### config.mk
export PLATFORM = sky130hd
export DESIGN_NAME = nibble_serial_adder_flat
export DESIGN_NICKNAME = d
export VERILOG_FILES = /design/src/rtl/nibble_serial_adder_pkg.sv /design/src/rtl/nibble_serial_adder_if.sv /design/src/rtl/nibble_serial_adder_add4_slice.sv /design/src/rtl/nibble_serial_adder.sv /design/src/flat_wrapper.sv
export SDC_FILE = /design/constraint.sdc
export NUM_CORES = 1
export LEC_CHECK = 0
export CORE_MARGIN = 2
export CORE_UTILIZATION = 53
export CTS_BUF_LIST = sky130_fd_sc_hd__clkbuf_16
export CTS_CLUSTER_SIZE = 28
export DETAILED_ROUTE_END_ITERATION = 10
export GPL_TIMING_DRIVEN = 0
export PLACE_DENSITY_LB_ADDON = 0.08
export SYNTH_ARGS = -nofsm -noshare
export SYNTH_HDL_FRONTEND = slang
export SYNTH_SLANG_ARGS = --single-unit
export TNS_END_PERCENT = 100
### constraint.sdc
create_clock -name clk -period 4.2 [get_ports clk]
set_input_delay 0.42 -clock clk [delete_from_list [all_inputs] [get_ports clk]]
set_output_delay 0.42 -clock clk [all_outputs]
set_load 0.005 [all_outputs]
### src/rtl/nibble_serial_adder_pkg.sv
// Shared constants and the FSM state type for the nibble-serial adder.
package add_pkg;

  localparam int NIBBLE = 4;

  typedef enum logic [1:0] {
    IDLE = 2'd0,
    RUN  = 2'd1,
    DONE = 2'd2
  } state_t;

endpackage

### src/rtl/nibble_serial_adder_if.sv
// Operand-in / result-out handshake bundle for the nibble-serial adder.
interface nibble_serial_adder_if #(
  parameter int WIDTH = 16
);

  logic             in_valid;
  logic             in_ready;
  logic [WIDTH-1:0] in_a;
  logic [WIDTH-1:0] in_b;
  logic             in_cin;
  logic             out_valid;
  logic             out_ready;
  logic [WIDTH-1:0] out_sum;
  logic             out_cout;

  // master: operand source and result consumer; slave: the adder itself
  modport master (
    output in_valid, in_a, in_b, in_cin, out_ready,
    input  in_ready, out_valid, out_sum, out_cout
  );

  modport slave (
    input  in_valid, in_a, in_b, in_cin, out_ready,
    output in_ready, out_valid, out_sum, out_cout
  );

endinterface

### src/rtl/nibble_serial_adder_add4_slice.sv
// Purely combinational 4-bit full adder; the only arithmetic in the design.
module add4_slice
  import add_pkg::*;
(
  input  logic [NIBBLE-1:0] a,
  input  logic [NIBBLE-1:0] b,
  input  logic              cin,
  output logic [NIBBLE-1:0] s,
  output logic              cout
);

  assign {cout, s} = (NIBBLE+1)'(a) + (NIBBLE+1)'(b) + (NIBBLE+1)'(cin);

endmodule

### src/rtl/nibble_serial_adder.sv
// WIDTH-bit adder that reuses one 4-bit slice over WIDTH/4 cycles, LSB nibble first,
// with the inter-nibble carry held in a flop.
module nibble_serial_adder
  import add_pkg::*;
#(
  parameter int WIDTH = 16
) (
  input  logic                  clk,
  input  logic                  rst_n,
  nibble_serial_adder_if.slave  bus
);

  localparam int N  = WIDTH / NIBBLE;
  localparam int CW = (N > 1) ? $clog2(N) : 1;
  localparam logic [CW-1:0] LAST = CW'(N - 1);

  state_t           state_q, state_d;
  logic [WIDTH-1:0] a_q, a_d;
  logic [WIDTH-1:0] b_q, b_d;
  logic [WIDTH-1:0] sum_q, sum_d;
  logic             carry_q, carry_d;
  logic [CW-1:0]    cnt_q, cnt_d;

  logic [NIBBLE-1:0] slice_s;
  logic              slice_c;

  add4_slice u_slice (
    .a    (a_q[NIBBLE-1:0]),
    .b    (b_q[NIBBLE-1:0]),
    .cin  (carry_q),
    .s    (slice_s),
    .cout (slice_c)
  );

  always_comb begin
    state_d = state_q;
    a_d     = a_q;
    b_d     = b_q;
    sum_d   = sum_q;
    carry_d = carry_q;
    cnt_d   = cnt_q;
    unique case (state_q)
      IDLE: begin
        if (bus.in_valid) begin
          a_d     = bus.in_a;
          b_d     = bus.in_b;
          carry_d = bus.in_cin;
          sum_d   = '0;
          cnt_d   = '0;
          state_d = RUN;
        end
      end
      RUN: begin
        // New nibble enters at the top so the LSB nibble ends up at the bottom after N steps
        sum_d   = (sum_q >> NIBBLE) | (WIDTH'(slice_s) << (WIDTH - NIBBLE));
        a_d     = a_q >> NIBBLE;
        b_d     = b_q >> NIBBLE;
        carry_d = slice_c;
        cnt_d   = cnt_q + 1'b1;
        if (cnt_q == LAST) begin
          state_d = DONE;
        end
      end
      DONE: begin
        if (bus.out_ready) begin
          state_d = IDLE;
        end
      end
      default: state_d = IDLE;
    endcase
  end

  always_ff @(posedge clk or negedge rst_n) begin
    if (!rst_n) begin
      state_q <= IDLE;
      a_q     <= '0;
      b_q     <= '0;
      sum_q   <= '0;
      carry_q <= 1'b0;
      cnt_q   <= '0;
    end else begin
      state_q <= state_d;
      a_q     <= a_d;
      b_q     <= b_d;
      sum_q   <= sum_d;
      carry_q <= carry_d;
      cnt_q   <= cnt_d;
    end
  end

  assign bus.in_ready  = (state_q == IDLE);
  assign bus.out_valid = (state_q == DONE);
  assign bus.out_sum   = sum_q;
  assign bus.out_cout  = carry_q;

endmodule

### src/flat_wrapper.sv
// flat-port wrapper written by rule: the top's interface ports become plain ports
module nibble_serial_adder_flat import add_pkg::*;
#(
  parameter int WIDTH = 16
)
  (clk, rst_n, bus_in_valid, bus_in_a, bus_in_b, bus_in_cin, bus_out_ready, bus_in_ready, bus_out_valid, bus_out_sum, bus_out_cout);
  nibble_serial_adder_if #(.WIDTH(WIDTH)) bus_i ();
  input  logic clk;
  input  logic rst_n;
  input wire logic [$bits(bus_i.in_valid)-1:0] bus_in_valid;
  input wire logic [$bits(bus_i.in_a)-1:0] bus_in_a;
  input wire logic [$bits(bus_i.in_b)-1:0] bus_in_b;
  input wire logic [$bits(bus_i.in_cin)-1:0] bus_in_cin;
  input wire logic [$bits(bus_i.out_ready)-1:0] bus_out_ready;
  output wire logic [$bits(bus_i.in_ready)-1:0] bus_in_ready;
  output wire logic [$bits(bus_i.out_valid)-1:0] bus_out_valid;
  output wire logic [$bits(bus_i.out_sum)-1:0] bus_out_sum;
  output wire logic [$bits(bus_i.out_cout)-1:0] bus_out_cout;
  assign bus_i.in_valid = bus_in_valid;
  assign bus_i.in_a = bus_in_a;
  assign bus_i.in_b = bus_in_b;
  assign bus_i.in_cin = bus_in_cin;
  assign bus_i.out_ready = bus_out_ready;
  assign bus_in_ready = bus_i.in_ready;
  assign bus_out_valid = bus_i.out_valid;
  assign bus_out_sum = bus_i.out_sum;
  assign bus_out_cout = bus_i.out_cout;
  nibble_serial_adder #(.WIDTH(WIDTH)) u_core (.clk(clk), .rst_n(rst_n), .bus(bus_i));
endmodule
* After elaboration in Yosys (flattened, before gate mapping)
Index checks and enable logic that the tools add are counted.
Storage, ports and cells: bits in latches 0, ROM bits 0, output and inout bits 19, word-level logic and storage cells 34, memories kept 0, bits in writable memories 0, bits of input ports 37, bits in registers 53
Cells by class: reduce and logical (&&, ||, !) cells 4, mux-type cells 14, equal/unequal tests 6, $mul 0, add/subtract/negate cells 3, order comparisons 0, divide/modulo/power cells 0, bitwise operators 1, shift operators 0
Operator list (count):
- case mux 16 bit (2 select lines) | 3
- two-way mux 16 bit | 3
- bitwise OR 12 x 16 -> 16 bit | 1
- two-way mux 2 bit | 4
- case mux 2 bit (3 select lines) | 1
- adder 4 x 4 -> 5 bit | 1
- adder 5 x 1 -> 5 bit | 1
- == test 2 bit, second input constant | 2
- != test 2 bit, second input constant | 2
- case mux 2 bit (2 select lines) | 1
- AND reduction 3 bit | 1
- adder 2 x 1 -> 2 bit, second input constant | 1
- == test 2 x 1 -> 1 bit, second input constant | 1
- logical NOT 2 bit | 1
- != test 2 x 1 -> 1 bit, second input constant | 1
- case mux 1 bit (2 select lines) | 1
- AND reduction 2 bit | 1
- nonzero test 2 bit | 1
- two-way mux 1 bit | 1

* Depth between registers and ports, before layout
Gate-level depths: netlist (run 1).
depth in word-level cells 4, mapped depth 5, gate-level depth less buffers 5

* Hierarchy
A second synthesis (run 1) with hierarchy kept.
Unflattened totals: cell total of the unflattened synthesis 218, area, all modules 2379.8 um^2
Modules (own cells, without submodules):
- nibble_serial_adder | cells an instance 202, area an instance 2235.9 um^2, instances 1
- add4_slice | cells an instance 16, area an instance 143.9 um^2, instances 1

* Worst setup path after synthesis (run 1)
OpenSTA, ideal clock, no wires.
path kind reg2reg, from register u_core.carry_q, in the netlist u_core.bus.out_cout, to register u_core.carry_q, in the netlist u_core.bus.out_cout, path buffers 0, path slack 2336 ps, cell stages (with the launch flop) 6, data arrival time 1719 ps, period minus slack after synthesis 1864 ps, cells stage by stage dfrtp_1 > fa_1 > fa_1 > a21o_1 > a211oi_1 > a221oi_1
Between the ends: cells in the longest elaborated chain, start to end 2
RTL lines:
- from (decl) | RTL line nibble_serial_adder.sv:21 | logic carry_q, carry_d;
- from (signal assigned) | RTL line nibble_serial_adder.sv:86 | carry_q <= carry_d;
- adder 5 x 1 -> 5 bit | RTL line nibble_serial_adder_add4_slice.sv:12 | assign {cout, s} = (NIBBLE+1)'(a) + (NIBBLE+1)'(b) + (NIBBLE+1)'(cin);
- case mux 1 bit (2 select lines) | RTL line nibble_serial_adder.sv:42 | unique case (state_q)
Every way passes these cells. A chain may end at the register's enable or synchronous reset.

* Final worst setup path (run 1)
from register u_core.state_q[1], to output port bus_out_valid
Between the ends: cells in the longest elaborated chain, start to end 1
RTL lines:
- from (decl) | RTL line nibble_serial_adder.sv:17 | state_t state_q, state_d;
- from (signal assigned) | RTL line nibble_serial_adder.sv:82 | state_q <= state_d;
- == test 2 bit | RTL line nibble_serial_adder.sv:92 | assign bus.out_valid = (state_q == DONE);
- to (decl) | RTL line flat_wrapper.sv:16 | output wire logic [$bits(bus_i.out_valid)-1:0] bus_out_valid;
Every way passes these cells.

==> results.toml, run 1 <==
[route]
wl_per_cell_microns = 16.60
ant_nets = 0
vias = 1932
via_per_inst = 5.784
wirelength_mm = 5.543
post-route-drc-count = 0
drt_pre_antenna_iters = 4
drt_iter0_markers = 105

[synth]
syn_nets = 261
syn-instance-count = 218
synth_top_area_cell = "dfrtp_1"
synthTopCellsByCount = "53 x dfrtp_1, 29 x o21ai_0, 23 x nand2_1"
synthTopCellsByArea = "dfrtp_1 55%, a22o_1 6.9%, o21ai_0 6.0%"
async_reset_ff_share_pct = 100.0
synth_edf_count = 0
synth.most_common_cell = "dfrtp_1"
avgSynthCellArea_sq_um = 11.07
yosysUniqueCellTypes = 30
ys_ff_latch = 53
synth_top_area_share_pct = 54.95
ys_seq_area_share_pct = 54.95
synth_ff_type = "dfrtp_1"
yosysWarnings = 0
synthesis.area_sq_um = 2414

[worst_setup_path]
cp-end-kind = "primary output"
cp-start-kind = "flip-flop"
arrival_ns = 1.63
cp_max_fo = 10
critPathRequiredTime_ns = 3.78
critPathKind = "reg -> out"

[power]
p_switching_mw = 0.8348
switching_share_pct = 36.25
p_int_mw = 1.468
ir_drop_v = 0.0003947
p_clk_share_pct = 16.7
p_per_area_nw_per_um2 = 723.6
total_power_mw = 2.303
p_comb_share_pct = 44.8
power_frac_seq_pct = 38.5
leakage_nw = 1.451

[sta]
period_needed_ns = 2.047
grt_setup_unrepaired = "no"
setup_viol = 0
whs_ns = 0.09611
finalCritPeriodShare_pct = 48.74
final-hold-violation-count = 0
worst_pin_slew_ns = 0.5003
tns_ns = 0
fmax_mhz = 488.5
clock_skew_ns = 0.006068
slew_headroom_pct = 66.65
maxSlewViolCount = 0

[floorplanning]
design.core.area_sq_um = 4384
die_h_microns = 71.48
initial_utilization_pct = 55.05
pin_count = 56
die_width_microns = 71.48
die_area_sq_um = 5109
rows = 24

[global_routing]
grt-ovfl-total = 0
grt_usage_pct = 23.67
grt_pass1_vias = 1929
grt_pass1_wl_mm = 9.315
grt_antenna_before_repair = 0
grt_max_degree = 33

[layout]
drive_gt1_share_pct = 6.738
area_growth_pct = 31.88
antenna_cells = 0
layoutNonFillerInstCount = 334
nets = 324
stdcell_area_sq_um = 3183

[clocking]
cts_setup_buffers = 0
ctsResizeCount = 0
clockBufferDepth = 2
cts_root_buf = "clkbuf_16"
cts_max_level = 2
cts_buffers = 5
worstSkewPairLatency_ns = 0.28
cts_sinks = 53
cts_tree = "done"
postCtsHoldBufs = 0
clkTransAtPathRegs_ns = 0.07

[placement]
place.gp.congestion = 0.7960
dp.cells = 326
hpwl_mm = 4.017
dpl-instance-area_sq_um = 3044
io_buffers = 55

[flow_run]
maxCapViolCount = 0

[status]
outcome = "finished clean"

[hold_path]
min_path_type = "in -> async"
-- worst paths after layout --
path | start | to | slack, ns | cells after the start
setup / recovery | u_core.state_q[1] | bus_out_valid | 2.15 | 3
hold / removal | rst_n | u_core.b_q[8] | 0.1 | 1
setup reg to reg | u_core.bus.out_cout | u_core.bus.out_cout | 2.18 | 5
hold reg to reg | u_core.b_q[7] | u_core.b_q[7] | 0.48 | 2
max in group asynchronous | rst_n | u_core.b_q[14] | 3.57 | 2
min in group clk | u_core.b_q[7] | u_core.b_q[7] | 0.48 | 2
-- registers in the layout (all words and copies together) (netlist names) --
signal               flops
u_core.a_q              16
u_core.b_q              16
u_core.bus.out_sum      16
u_core.cnt_q             2
u_core.state_q           2
u_core.bus.out_cout      1
-- per-layer routing --
metal / wire length (microns) / GRT usage [%] / vias up / part of all wire, %
met5: 0 / 0 / - / 0
met4: 55 / 6.080 / 0 / 0.99
met1: 2485 / 32.99 / 955 / 45
li1: - / - / 909 / -
met2: 2688 / 39.30 / 60 / 48
met3: 314 / 3.516 / 8 / 5.7
-- kinds of logic (layout without fill, tap and decap cells) --
logic type | after synthesis | after routing | share of synthesized area (%)
fa+ha+maj | 6 | 6 | 3.733
compound gates | 81 | 81 | 22.03
mux | 13 | 13 | 5.391
buf+inv | 19 | 83 | 4.043
simple gates | 45 | 45 | 9.487
flops | 53 | 53 | 54.95
xor+xnor | 1 | 1 | 0.3629
-- cells in the final DEF (no fill, tap or decap), drive strengths merged, types with 8 or more instances in the layout --
| cell type | Yosys | routed |
|---|---|---|
| o21ai | 30 | 30 |
| nor2b | 8 | 8 |
| a21oi | 14 | 14 |
| clkbuf | 6 | 11 |
| buf | 9 | 11 |
| a22o | 19 | 19 |
| mux2i | 13 | 13 |
| dfrtp | 53 | 53 |
| and2b | 8 | 8 |
| a22oi | 11 | 11 |
| clkdlybuf4s50 | 0 | 54 |
| nand2 | 23 | 23 |
-- worst max-delay path, cell delays in order (launching register included) --
cell and delay [ns]:
dfrtp_1 0.37, buf_2 0.23, nor2b_1 0.21, clkdlybuf4s50_1 0.52
-- power groups by stage --
| stage | clock, mW | combinational, mW | sequential [mW] |
|---|---|---|---|
| after detailed placement | 0 | 1.03 | 0.894 |
| final | 0.384 | 1.03 | 0.888 |
| after global routing | 0.405 | 1.17 | 0.915 |
| after floorplan | 0 | 0.666 | 0.854 |
| after CTS | 0.390 | 1.04 | 0.887 |
| after global placement | 0 | 1.01 | 0.883 |
-- layout make-up --
| class | instances | area [sq um] |
|---|---|---|
| Inverter | 4 | 15.01 |
| Multi-Input combinational cell | 146 | 989.7 |
| Clock inverter | 3 | 13.76 |
| Buffer | 15 | 82.58 |
| Sequential cell | 53 | 1326 |
| Tap cell | 52 | 65.06 |
| Timing Repair Buffer | 56 | 565.5 |
| Clock buffer | 5 | 125.1 |
| Fill cell | 312 | 1201 |
-- through the flow --
stage | utilization (%) | setup slack, ns
after floorplan | - | 2.336
after global placement | 69.09 | 1.170
after detailed placement | 69.43 | 2.123
after CTS | 72.60 | 2.167
after global routing | 72.60 | 2.085
final | 72.60 | 2.153
Power figures use the tool's default switching activity.
==> run 2, diff against run 1 <==
--- a/config.mk
+++ b/config.mk
@@ -6,7 +6,7 @@
 export NUM_CORES = 1
 export LEC_CHECK = 0
 export CORE_MARGIN = 2
-export CORE_UTILIZATION = 53
+export CORE_UTILIZATION = 49
 export CTS_BUF_LIST = sky130_fd_sc_hd__clkbuf_16
 export CTS_CLUSTER_SIZE = 28
 export DETAILED_ROUTE_END_ITERATION = 10
==> constraint.sdc (replaced) <==
create_clock -name clk -period 2.15 [get_ports clk]
set_input_delay 0.215 -clock clk [delete_from_list [all_inputs] [get_ports clk]]
set_output_delay 0.215 -clock clk [all_outputs]
set_load 0.005 [all_outputs]
==> results.toml, run 2 (same netlist as run 1, synthesis figures left out) <==
[sta]
whs_ns = 0.4602
finalCritPeriodShare_pct = 95.76
period_needed_ns = 2.059
setup_viol = 0
fmax_mhz = 485.7
final-hold-violation-count = 0
clock_skew_ns = 0.005233
grt_setup_unrepaired = "no"
worst_pin_slew_ns = 0.5866
slew_headroom_pct = 60.89
maxSlewViolCount = 0

[floorplanning]
die_h_microns = 74.18
initial_utilization_pct = 51.10
rows = 25
pin_count = 56
design.core.area_sq_um = 4723
die_area_sq_um = 5503
die_width_microns = 74.18

[layout]
fillerInstances = 366
antenna_cells = 0
final_common_cell = "clkdlybuf4s50_1"
fin_util_pct = 68.08
area_growth_pct = 33.23
drive_gt1_share_pct = 6.714
nets = 325
final_cell_mix = "54 x clkdlybuf4s50_1, 53 x dfrtp_1, 29 x o21ai_0"

[route]
post-route-drc-count = 0
drt_pre_antenna_iters = 4
wirelength_mm = 5.482
ant_nets = 0
via_per_inst = 5.391
wl_per_cell_microns = 15.66
drt_iter0_markers = 78
vias = 1887

[placement]
hpwl_mm = 4.015
io_buffers = 55
place.gp.congestion = 0.8043

[worst_setup_path]
path_common_cell = "fa_1"
slowest_stage = "fa_1"
arrival_ns = 2.19
cp-end-kind = "flip-flop"
crit_family = "adder cells"
worstSetupStartpoint = "u_core.bus.out_cout"
cp_max_fo = 4
critPathRequiredTime_ns = 2.28
critPathKind = "reg -> reg"
worst-path-buf-inv = 0
max_stage_delay_ns = 0.49
reg2reg_from = "u_core.bus.out_cout"
crit_chain = "fa_1, fa_1, a21o_1, a211oi_1, a221oi_1"
cp-start-kind = "flip-flop"

[clocking]
cts_buffers = 5
postCtsHoldBufs = 1
cts_max_level = 2
cts_sinks = 53
cts_tree = "done"
clockBufferDepth = 2
cts_setup_buffers = 0
cts_root_buf = "clkbuf_16"
ctsResizeCount = 0
worstSkewPairLatency_ns = 0.29
clkTransAtPathRegs_ns = 0.06

[global_routing]
grt-ovfl-total = 0
grt_max_degree = 31
grt_usage_pct = 22.12
grt_pass1_wl_mm = 9.190
grt_antenna_before_repair = 0
grt_pass1_vias = 1872

[power]
leakage_nw = 1.456
p_per_area_nw_per_um2 = 1406
power_frac_seq_pct = 38.3
p_int_mw = 2.874
ir_drop_v = 0.0007146
p_switching_mw = 1.646
p_comb_share_pct = 44.5
p_clk_share_pct = 17.2
switching_share_pct = 36.41

[status]
outcome = "finished clean"

[flow_run]
maxCapViolCount = 0

[hold_path]
min_path_type = "in -> async"
[run 2: changes by cell type in the layout (fill, tap and decap cells not counted)]
cell           previous run  this run
inv_6                     0         1
clkinv_2                  2         1
dlygate4sd3_1             0         1
[run 2: power groups by stage]
stage	sequential, mW	clock (mW)	combinational (mW)
2_1_floorplan	1.67	0	1.30
3_3_place_gp	1.73	0	1.98
3_5_place_dp	1.74	0	2.02
4_1_cts	1.73	0.788	2.03
5_1_grt	1.78	0.826	2.26
6_report	1.73	0.777	2.01
[run 2: worst paths after layout]
| check | endpoint | slack, ns | cells after the start |
|---|---|---|---|
| worst max-delay path | u_core.bus.out_cout | 0.09 | 5 |
| worst min-delay path | u_core.a_q[5] | 0.46 | 2 |
| worst min register to register | u_core.b_q[11] | 0.48 | 2 |
| min in group clk | u_core.b_q[11] | 0.48 | 2 |
| worst max register to register | u_core.bus.out_cout | 0.09 | 5 |
| max in group asynchronous | u_core.b_q[3] | 1.14 | 3 |
[run 2: area by class of cell]
class	count	area (sq um)	area share [%]
clock inverter	3	17.52	0.5447
sequential	53	1326	41.25
tap	67	83.83	2.607
clock buffer	5	125.1	3.891
inverter	4	15.01	0.4669
multi-input combinational	146	989.7	30.78
buffer	15	82.58	2.568
timing repair buffer	57	575.6	17.90
[run 2: through the flow]
| step | cell area, sq um | power [mW] | instances | setup WS [ns] | setup TNS [ns] |
|---|---|---|---|---|---|
| finish | 3216 | 4.520 | 350 | 0.09112 | 0 |
| global route | 3216 | 4.867 | 350 | 0.06885 | 0 |
| CTS | 3216 | 4.547 | 350 | 0.1251 | 0 |
| detailed placement | 3063 | 3.767 | 341 | 0.1341 | 0 |
| global placement | 3048 | 3.706 | 340 | -0.7233 | -38.19 |
| floorplan | 2414 | 2.969 | 218 | 0.2860 | 0 |
[run 2: per-layer routing]
metal	vias to the layer above	wire length [microns]	track usage (%)
met1	926	2677	31.56
met3	4	153	3.388
met5	-	0	0
met4	0	42	4.848
met2	45	2609	36.11
li1	912	-	-
==> run 3, diff against run 2 <==
--- a/config.mk
+++ b/config.mk
@@ -5,6 +5,7 @@
 export SDC_FILE = /design/constraint.sdc
 export NUM_CORES = 1
 export LEC_CHECK = 0
+export ABC_CLOCK_PERIOD_IN_PS = 2150
 export CORE_MARGIN = 2
 export CORE_UTILIZATION = 49
 export CTS_BUF_LIST = sky130_fd_sc_hd__clkbuf_16
==> results of run 3 <==
Final layout, timing and power as in run 2 (identical DEF).
